### src/rtl/pll_rst_pkg.sv
// Shared types and constants for the PLL reset / clock-enable generator.
package pll_rst_pkg;

  typedef enum logic [1:0] {
    ST_WAIT_LOCK = 2'd0,
    ST_HOLD      = 2'd1,
    ST_RUN       = 2'd2
  } state_t;

  localparam int HOLD_CYCLES_DEF = 1024;
  localparam int CE_DIV_DEF      = 8;
  localparam int SYNC_STAGES_DEF = 2;
  localparam int LOCK_LOSS_MAX   = 255;

endpackage

### src/rtl/lock_sync.sv
// Multi-flop synchronizer for asynchronous status flags, cleared by the
// synchronous system reset so a stale level never survives rst.
module lock_sync
  import pll_rst_pkg::*;
#(
  parameter int SYNC_STAGES = SYNC_STAGES_DEF
) (
  input  logic clk,
  input  logic rst,
  input  logic i_async,
  output logic o_sync
);

  logic [SYNC_STAGES-1:0] r_sync;

  // Shift the asynchronous flag through the flop chain.
  always_ff @(posedge clk) begin
    // NOTE: the chain is reset as well, otherwise a lock seen before rst could
    // shortcut the full hold period after rst releases.
    if (rst) begin
      r_sync <= '0;
    end else begin
      // NOTE: non-blocking so each stage takes its neighbour's previous value.
      r_sync <= {r_sync[SYNC_STAGES-2:0], i_async};
    end
  end

  assign o_sync = r_sync[SYNC_STAGES-1];

endmodule

### src/rtl/pll_rst_ce_gen.sv
// Holds the core in reset until the PLL lock has been stable for HOLD_CYCLES,
// then releases it and generates phase-aligned clk/2 and clk/CE_DIV enables.
// Optional feature: define LOCK_LOSS_CNT_EN to add the saturating
// lock_loss_cnt output counting RUN -> WAIT_LOCK transitions.
module pll_rst_ce_gen
  import pll_rst_pkg::*;
#(
  parameter int SYNC_STAGES = SYNC_STAGES_DEF,
  parameter int HOLD_CYCLES = HOLD_CYCLES_DEF,
  parameter int CE_DIV      = CE_DIV_DEF
) (
  input  logic       clk,
  input  logic       rst,
  input  logic       pll_locked,
  output logic       core_rst,
  output logic       ce_half,
  output logic       ce_div,
  output logic       running
`ifdef LOCK_LOSS_CNT_EN
  ,
  output logic [7:0] lock_loss_cnt
`endif
);

  localparam int HOLD_W = $clog2(HOLD_CYCLES) + 1;
  localparam int CE_W   = $clog2(CE_DIV);

  localparam logic [HOLD_W-1:0] HOLD_LAST = HOLD_W'(HOLD_CYCLES - 1);
  localparam logic [CE_W-1:0]   CE_LAST   = CE_W'(CE_DIV - 1);

  state_t            r_state;
  logic [HOLD_W-1:0] r_hold_cnt;
  logic [CE_W-1:0]   r_ce_cnt;
  logic              w_lock_s;
  logic              w_run;

  lock_sync #(
    .SYNC_STAGES(SYNC_STAGES)
  ) u_lock_sync (
    .clk    (clk),
    .rst    (rst),
    .i_async(pll_locked),
    .o_sync (w_lock_s)
  );

  // Sequencer: lock qualification, hold counting and the RUN-phase CE counter.
  // The CE counter is cleared on the same edge that leaves RUN, so no partial
  // enable pulse can follow a lock loss.
  always_ff @(posedge clk) begin
    if (rst) begin
      r_state    <= ST_WAIT_LOCK;
      r_hold_cnt <= '0;
      r_ce_cnt   <= '0;
    end else begin
      // NOTE: every branch, including default, assigns a defined next state so
      // an illegal encoding recovers to WAIT_LOCK.
      case (r_state)
        ST_WAIT_LOCK: begin
          r_hold_cnt <= '0;
          r_ce_cnt   <= '0;
          if (w_lock_s) begin
            r_state <= ST_HOLD;
          end
        end

        ST_HOLD: begin
          r_ce_cnt <= '0;
          if (!w_lock_s) begin
            r_state    <= ST_WAIT_LOCK;
            r_hold_cnt <= '0;
          end else if (r_hold_cnt == HOLD_LAST) begin
            r_state    <= ST_RUN;
            r_hold_cnt <= '0;
          end else begin
            r_hold_cnt <= r_hold_cnt + HOLD_W'(1);
          end
        end

        ST_RUN: begin
          r_hold_cnt <= '0;
          if (!w_lock_s) begin
            r_state  <= ST_WAIT_LOCK;
            r_ce_cnt <= '0;
          end else if (r_ce_cnt == CE_LAST) begin
            r_ce_cnt <= '0;
          end else begin
            r_ce_cnt <= r_ce_cnt + CE_W'(1);
          end
        end

        default: begin
          r_state    <= ST_WAIT_LOCK;
          r_hold_cnt <= '0;
          r_ce_cnt   <= '0;
        end
      endcase
    end
  end

  // Moore decode from registered state and counter only.
  assign w_run    = (r_state == ST_RUN);
  assign running  = w_run;
  assign core_rst = !w_run;
  assign ce_half  = w_run & r_ce_cnt[0];
  assign ce_div   = w_run & (r_ce_cnt == CE_LAST);

`ifdef LOCK_LOSS_CNT_EN
  logic [7:0] r_lock_loss_cnt;

  // Count RUN -> WAIT_LOCK transitions, saturating; only rst clears it.
  always_ff @(posedge clk) begin
    if (rst) begin
      r_lock_loss_cnt <= '0;
    end else if (w_run && !w_lock_s && (r_lock_loss_cnt != 8'(LOCK_LOSS_MAX))) begin
      r_lock_loss_cnt <= r_lock_loss_cnt + 8'd1;
    end
  end

  assign lock_loss_cnt = r_lock_loss_cnt;
`endif

endmodule

### config.mk
export PLATFORM = sky130hd
export DESIGN_NAME = pll_rst_ce_gen
export DESIGN_NICKNAME = d
export VERILOG_FILES = /design/src/rtl/pll_rst_pkg.sv /design/src/rtl/lock_sync.sv /design/src/rtl/pll_rst_ce_gen.sv
export SDC_FILE = /design/constraint.sdc
export NUM_CORES = 1
export LEC_CHECK = 0
export CAP_MARGIN = 20
export CORE_ASPECT_RATIO = 1.1
export CORE_MARGIN = 2
export CORE_UTILIZATION = 50
export CTS_BUF_LIST = sky130_fd_sc_hd__clkbuf_4
export DETAILED_ROUTE_END_ITERATION = 8
export PLACE_DENSITY = 0.79
export SLEW_MARGIN = 15
export SYNTH_ARGS = -nofsm -noshare
export SYNTH_HDL_FRONTEND = slang
export SYNTH_SLANG_ARGS = --single-unit
### constraint.sdc
create_clock -name clk -period 2.8 [get_ports clk]
set_input_delay 0.42 -clock clk [delete_from_list [all_inputs] [get_ports clk]]
set_output_delay 0.42 -clock clk [all_outputs]
set_load 0.01 [all_outputs]
## Word level (Yosys, flattened, before mapping)

Index checks and enable logic that the tools add are counted.

| word-level totals | value |
|---|---|
| register bits | 18 |
| bits of input ports | 3 |
| output and inout bits | 4 |
| logic and storage cells | 28 |

| cells by class | value |
|---|---|
| add/subtract/negate cells | 2 |
| eq/ne operators | 7 |
| mux-type cells | 5 |
| bitwise operators | 5 |
| reduce and logical (&&, ||, !) cells | 5 |

Operators with widths:

| kind | count |
|---|---|
| adder 11 x 1 -> 11 bit, second input constant | 1 |
| equality test 11 x 10 -> 1 bit, second input constant | 1 |
| two-way mux 2 bit | 4 |
| OR reduction 4 bit | 2 |
| one-hot mux 2 bit (3 select lines) | 1 |
| adder 3 x 1 -> 3 bit, second input constant | 1 |
| equality test 3 bit, second input constant | 1 |
| inequality test 3 bit, second input constant | 1 |
| NOT 1 bit | 3 |
| AND reduction 3 bit | 1 |
| bitwise AND 1 bit | 2 |
| equality test 2 x 1 -> 1 bit, second input constant | 1 |
| equality test 2 bit, second input constant | 1 |
| logical NOT 2 bit | 1 |
| inequality test 2 x 1 -> 1 bit, second input constant | 1 |
| inequality test 2 bit, second input constant | 1 |
| logical NOT 1 bit | 1 |

## Depth between registers and ports, before layout

| logic depth | value |
|---|---|
| depth after elaboration | 4 |
| gate-level depth with buffers | 4 |
| depth with buffers taken out | 4 |

## Hierarchy

From an unflattened synthesis, not the netlist that was laid out.

| unflattened totals | value |
|---|---|
| cells, all modules | 74 |
| area, all modules | 739.5 um2 |

Modules (own cells, without submodules):

| module | times used | cells each | area each (um2) | sequential area each (um2) |
|---|---|---|---|---|
| pll_rst_ce_gen | 1 | 70 | 686.9 | 320.3 |
| lock_sync | 1 | 4 | 52.6 | 40.0 |

## Worst setup path after synthesis

No wires, ideal clock.

| path | value |
|---|---|
| kind | flip-flop to flip-flop |
| start | register r_hold_cnt[0] |
| end | register r_hold_cnt[8] |
| arrival time | 1.410 ns |
| setup slack | 1.311 ns |
| cell stages (with the launch flop) | 5 |
| buffers on the path | 0 |
| period minus slack after synthesis | 1.489 ns |
| cells stage by stage | dfxtp_1 -> ha_1 -> nand2_1 -> or4_4 -> a211oi_2 |

| on the way | value |
|---|---|
| word-level cells in the longest chain between the ends | 2 |
| elaborated cells between the ends (all ways) | 3 |

Ends and longest elaborated chain:

| element | RTL line | text |
|---|---|---|
| start, declared | pll_rst_ce_gen.sv:32 | `logic [HOLD_W-1:0] r_hold_cnt;` |
| start signal, assigned | pll_rst_ce_gen.sv:75 | `r_hold_cnt <= r_hold_cnt + HOLD_W'(1);` |
| branches (longest 2 deep; another with adder 11 x 1 -> 11 bit) | -- |  |

Parallel ways; which one is timed is not known.
A chain may end at the register's enable or synchronous reset.

## Worst setup path in the final report

| path | value |
|---|---|
| start | register r_ce_cnt[0] |
| end | output ce_div |

| on the way | value |
|---|---|
| word-level cells in the longest chain between the ends | 2 |

Ends and longest elaborated chain:

| element | RTL line | text |
|---|---|---|
| start, declared | pll_rst_ce_gen.sv:33 | `logic [CE_W-1:0] r_ce_cnt;` |
| start signal, assigned | pll_rst_ce_gen.sv:87 | `r_ce_cnt <= r_ce_cnt + CE_W'(1);` |
| equality test 3 bit | pll_rst_ce_gen.sv:105 | `assign ce_div = w_run & (r_ce_cnt == CE_LAST);` |
| bitwise AND 1 bit | pll_rst_ce_gen.sv:105 |  |
| end, declared | pll_rst_ce_gen.sv:17 | `output logic ce_div,` |

No other way between the ends.

==> results.sh <==
export IMPL_status="complete, no violations"
export IMPL_cts_root_buf="clkbuf_4"
export IMPL_yosys_area_top_type="dfxtp_1"
export IMPL_grt_pass1_wl_mm=2.16
export IMPL_finalNonFillerCells=97
export IMPL_crit_family="buffers and inverters"
export IMPL_cts_resized=0
export IMPL_setup_tns_ns=0
export IMPL_numCtsBuffers=3
export IMPL_powerDensity_nw_per_um2=456
export IMPL_synth_cell_types=28
export IMPL_fmax_ghz=0.487
export IMPL_drive_above_1_share=0.123
export IMPL_vias_per_cell=5.61
export IMPL_final_hold_violation_count=0
export IMPL_post_cts_buffers=0
export IMPL_gp_congestion=0.714
export IMPL_cpMostUsedCell="ha_1"
export IMPL_grt_max_degree=13
export IMPL_cts_path_max_buffers=2
export IMPL_cellLeakagePower_nw=0.266
export IMPL_cts_hold_buf=0
export IMPL_vias=544
export IMPL_synth_seq_cells=18
export IMPL_cts_tree="yes"
export IMPL_reg2reg_slack_ns=1.14
export IMPL_ir_worst_vdd_mv=0.285
export IMPL_switching_share=0.201
export IMPL_diodes=0
export IMPL_drv_slew=0
export IMPL_yosys_warnings=0
export IMPL_wl_per_cell_um=12.0
export IMPL_drt_total_wl_mm=1.16
export IMPL_drv_cap=0
export IMPL_die_area_sq_um=1870
export IMPL_path_clk_slew_ns=0.09
export IMPL_max_stage_delay_ns=0.52
export IMPL_syn_to_final_growth_pct=11.7
export IMPL_dr_pass1_iters=3
export IMPL_crit_chain="ha_1 > ha_1 > and2_1 > clkdlybuf4s50_1"
export IMPL_drtIter0Drc=9
export IMPL_hp_class="flip-flop to flip-flop"
export IMPL_reg2regPathDepth=4
export IMPL_hold_path_endpoint="r_state[0]$_SDFFE_PP0P_"
export IMPL_row_count=14
export IMPL_start_util=0.551
export IMPL_avgSynthCellArea_sq_um=10.6
export IMPL_pwr_share_comb=0.015
export IMPL_dp_hpwl_um=835
export IMPL_antenna_found_initial=0
export IMPL_grt_ovfl_total=0
export IMPL_synth_net_count=79
export IMPL_whs_path_depth=1
export IMPL_timing_critical_path_buf_inv=1
export IMPL_setup_viol=0
export IMPL_power_internal_mw=0.314
export IMPL_worstPathMaxFanout=3
export IMPL_coreArea_sq_um=1400
export IMPL_cp_end_kind="output pin"
export IMPL_dp_cells=93
export IMPL_slew_headroom=0.593
export IMPL_crit_path_start_kind="flip-flop"
export IMPL_die_w_um=41.5
export IMPL_cts_sinks=18
export IMPL_arrival_ns=1.64
export IMPL_p_sw_mw=0.0790
export IMPL_worstSkewPairLatency_ns=0.29
export IMPL_ys_seq_area_frac=0.467
export IMPL_timing_rr_start="r_hold_cnt[0]$_SDFF_PP0_"
export IMPL_worstSetupPathType="flip-flop to output pin"
export IMPL_p_clk_frac=0.327
export IMPL_p_seq_frac=0.658
export IMPL_critPathSlowestCell="clkdlybuf4s50_1"
export IMPL_ios=7
export IMPL_dieHeight_um=45.2
export IMPL_timing_final_crit_share=0.734
export IMPL_h_tree_depth=1
export IMPL_rsz0062_at_grt="no"
export IMPL_synth_area_sq_um=772
export IMPL_antenna_left=0
export IMPL_hold_path_startpoint="r_state[1]$_SDFFE_PP0P_"
export IMPL_skew_ns=0.00482
export IMPL_ys_top_cells_by_area="dfxtp_1, ha_1, a211oi_1"
export IMPL_drc=0
export IMPL_worst_pin_slew_ns=0.606
export IMPL_grt_usage=0.155
export IMPL_worstPathRequired_ns=2.38
export IMPL_period_minus_slack_ns=2.06
export IMPL_fin_nets=88
export IMPL_netlist_area_leader_share=0.467
export IMPL_syn_inst=73
export IMPL_io_buffers=6
export IMPL_grt_pass1_vias=524
export IMPL_r2r_end="r_state[0]$_SDFFE_PP0P_"
[synthesized netlist by cell type, drive strengths merged]
cell / count
a211oi: 6
and2: 4
buf: 2
dfxtp: 18
ha: 3
inv: 2
nand2: 3
nand2b: 1
nand3: 4
nand4: 1
nor2: 1
nor2b: 3
nor3: 5
nor3b: 2
nor4: 2
o21ai: 2
o22ai: 1
o31ai: 3
or3: 2
or3b: 1
or4: 4
xnor2: 1
xor2: 2
[placed cells by master (no fill, tap or decap), drive strengths merged, types with 2 or more instances in the layout]
cell type,instances
or3,2
xor2,2
nor2b,3
inv,2
nand2,3
and2,4
nor3b,2
or4,4
clkdlybuf4s50,6
dfxtp,18
ha,3
o31ai,3
nand3,4
nor4,2
a211oi,6
clkbuf,3
o21ai,2
nor3,5
[final cells by class]
cell class	instances	area, sq um
inverter	2	7.51
clock inverter	1	3.75
timing repair buffer	6	60.1
fill	126	539
multi-input combinational	51	388
tap	16	20.0
sequential	18	360
clock buffer	3	22.5
[cells by family (layout without fill, tap and decap cells)]
group | Yosys count | after routing | synth area share
adders and majority gates | 3 | 3 | 0.0486
buffers and inverters | 4 | 12 | 0.0308
DFF | 18 | 18 | 0.467
AOI/OAI and AO/OA | 12 | 12 | 0.122
and+or+nand+nor | 33 | 33 | 0.298
xor gates and xnor gates | 3 | 3 | 0.0340
[layer usage]
layer  GRT usage  wire length [um]  up-vias
met2       0.259               511        7
met4      0.0968                10        0
li1            -                 -      288
met1       0.182               611      247
met5           0                 0        -
met3      0.0360                31        2
[per-stage QoR]
step / hold WS (ns) / instance area [sq um] / utilization / worst slack (ns) / total power [mW]
after global routing: 0.475 / 862 / 0.615 / 0.653 / 0.411
after detailed placement: 0.422 / 836 / 0.596 / 0.825 / 0.270
final: 0.433 / 862 / 0.615 / 0.745 / 0.393
after floorplan: 0.402 / 772 / - / 1.31 / 0.267
after CTS: 0.437 / 862 / 0.615 / 0.712 / 0.397
after global placement: 0.419 / 836 / 0.596 / 0.858 / 0.270
[flip-flops by register name, indices dropped and copies added, names as in the netlist]
signal              count
r_state                 2
r_ce_cnt                3
r_hold_cnt             11
u_lock_sync.r_sync      2
[power by group through the flow]
stage               Combinational (mW)  Sequential [mW]  Clock (mW)
finish                         0.00587            0.258       0.128
global route                   0.00645            0.259       0.145
CTS                            0.00593            0.258       0.133
detailed placement             0.00593            0.264           0
global placement               0.00582            0.264           0
floorplan                      0.00266            0.264           0
[worst max path at each step]
stage / startpoint / to / slack (ns) / cells past startpoint
6_report: r_ce_cnt[0]$_SDFF_PP0_ / ce_div / 0.74 / 4
5_1_grt: r_ce_cnt[0]$_SDFF_PP0_ / ce_div / 0.65 / 4
4_1_cts: r_ce_cnt[0]$_SDFF_PP0_ / ce_div / 0.71 / 4
3_5_place_dp: rst / r_hold_cnt[6]$_SDFF_PP0_ / 0.83 / 4
3_3_place_gp: rst / r_hold_cnt[6]$_SDFF_PP0_ / 0.86 / 4
2_1_floorplan: r_hold_cnt[0]$_SDFF_PP0_ / r_hold_cnt[8]$_SDFF_PP0_ / 1.31 / 4
Note: power is estimated with default switching activity, not from simulation.
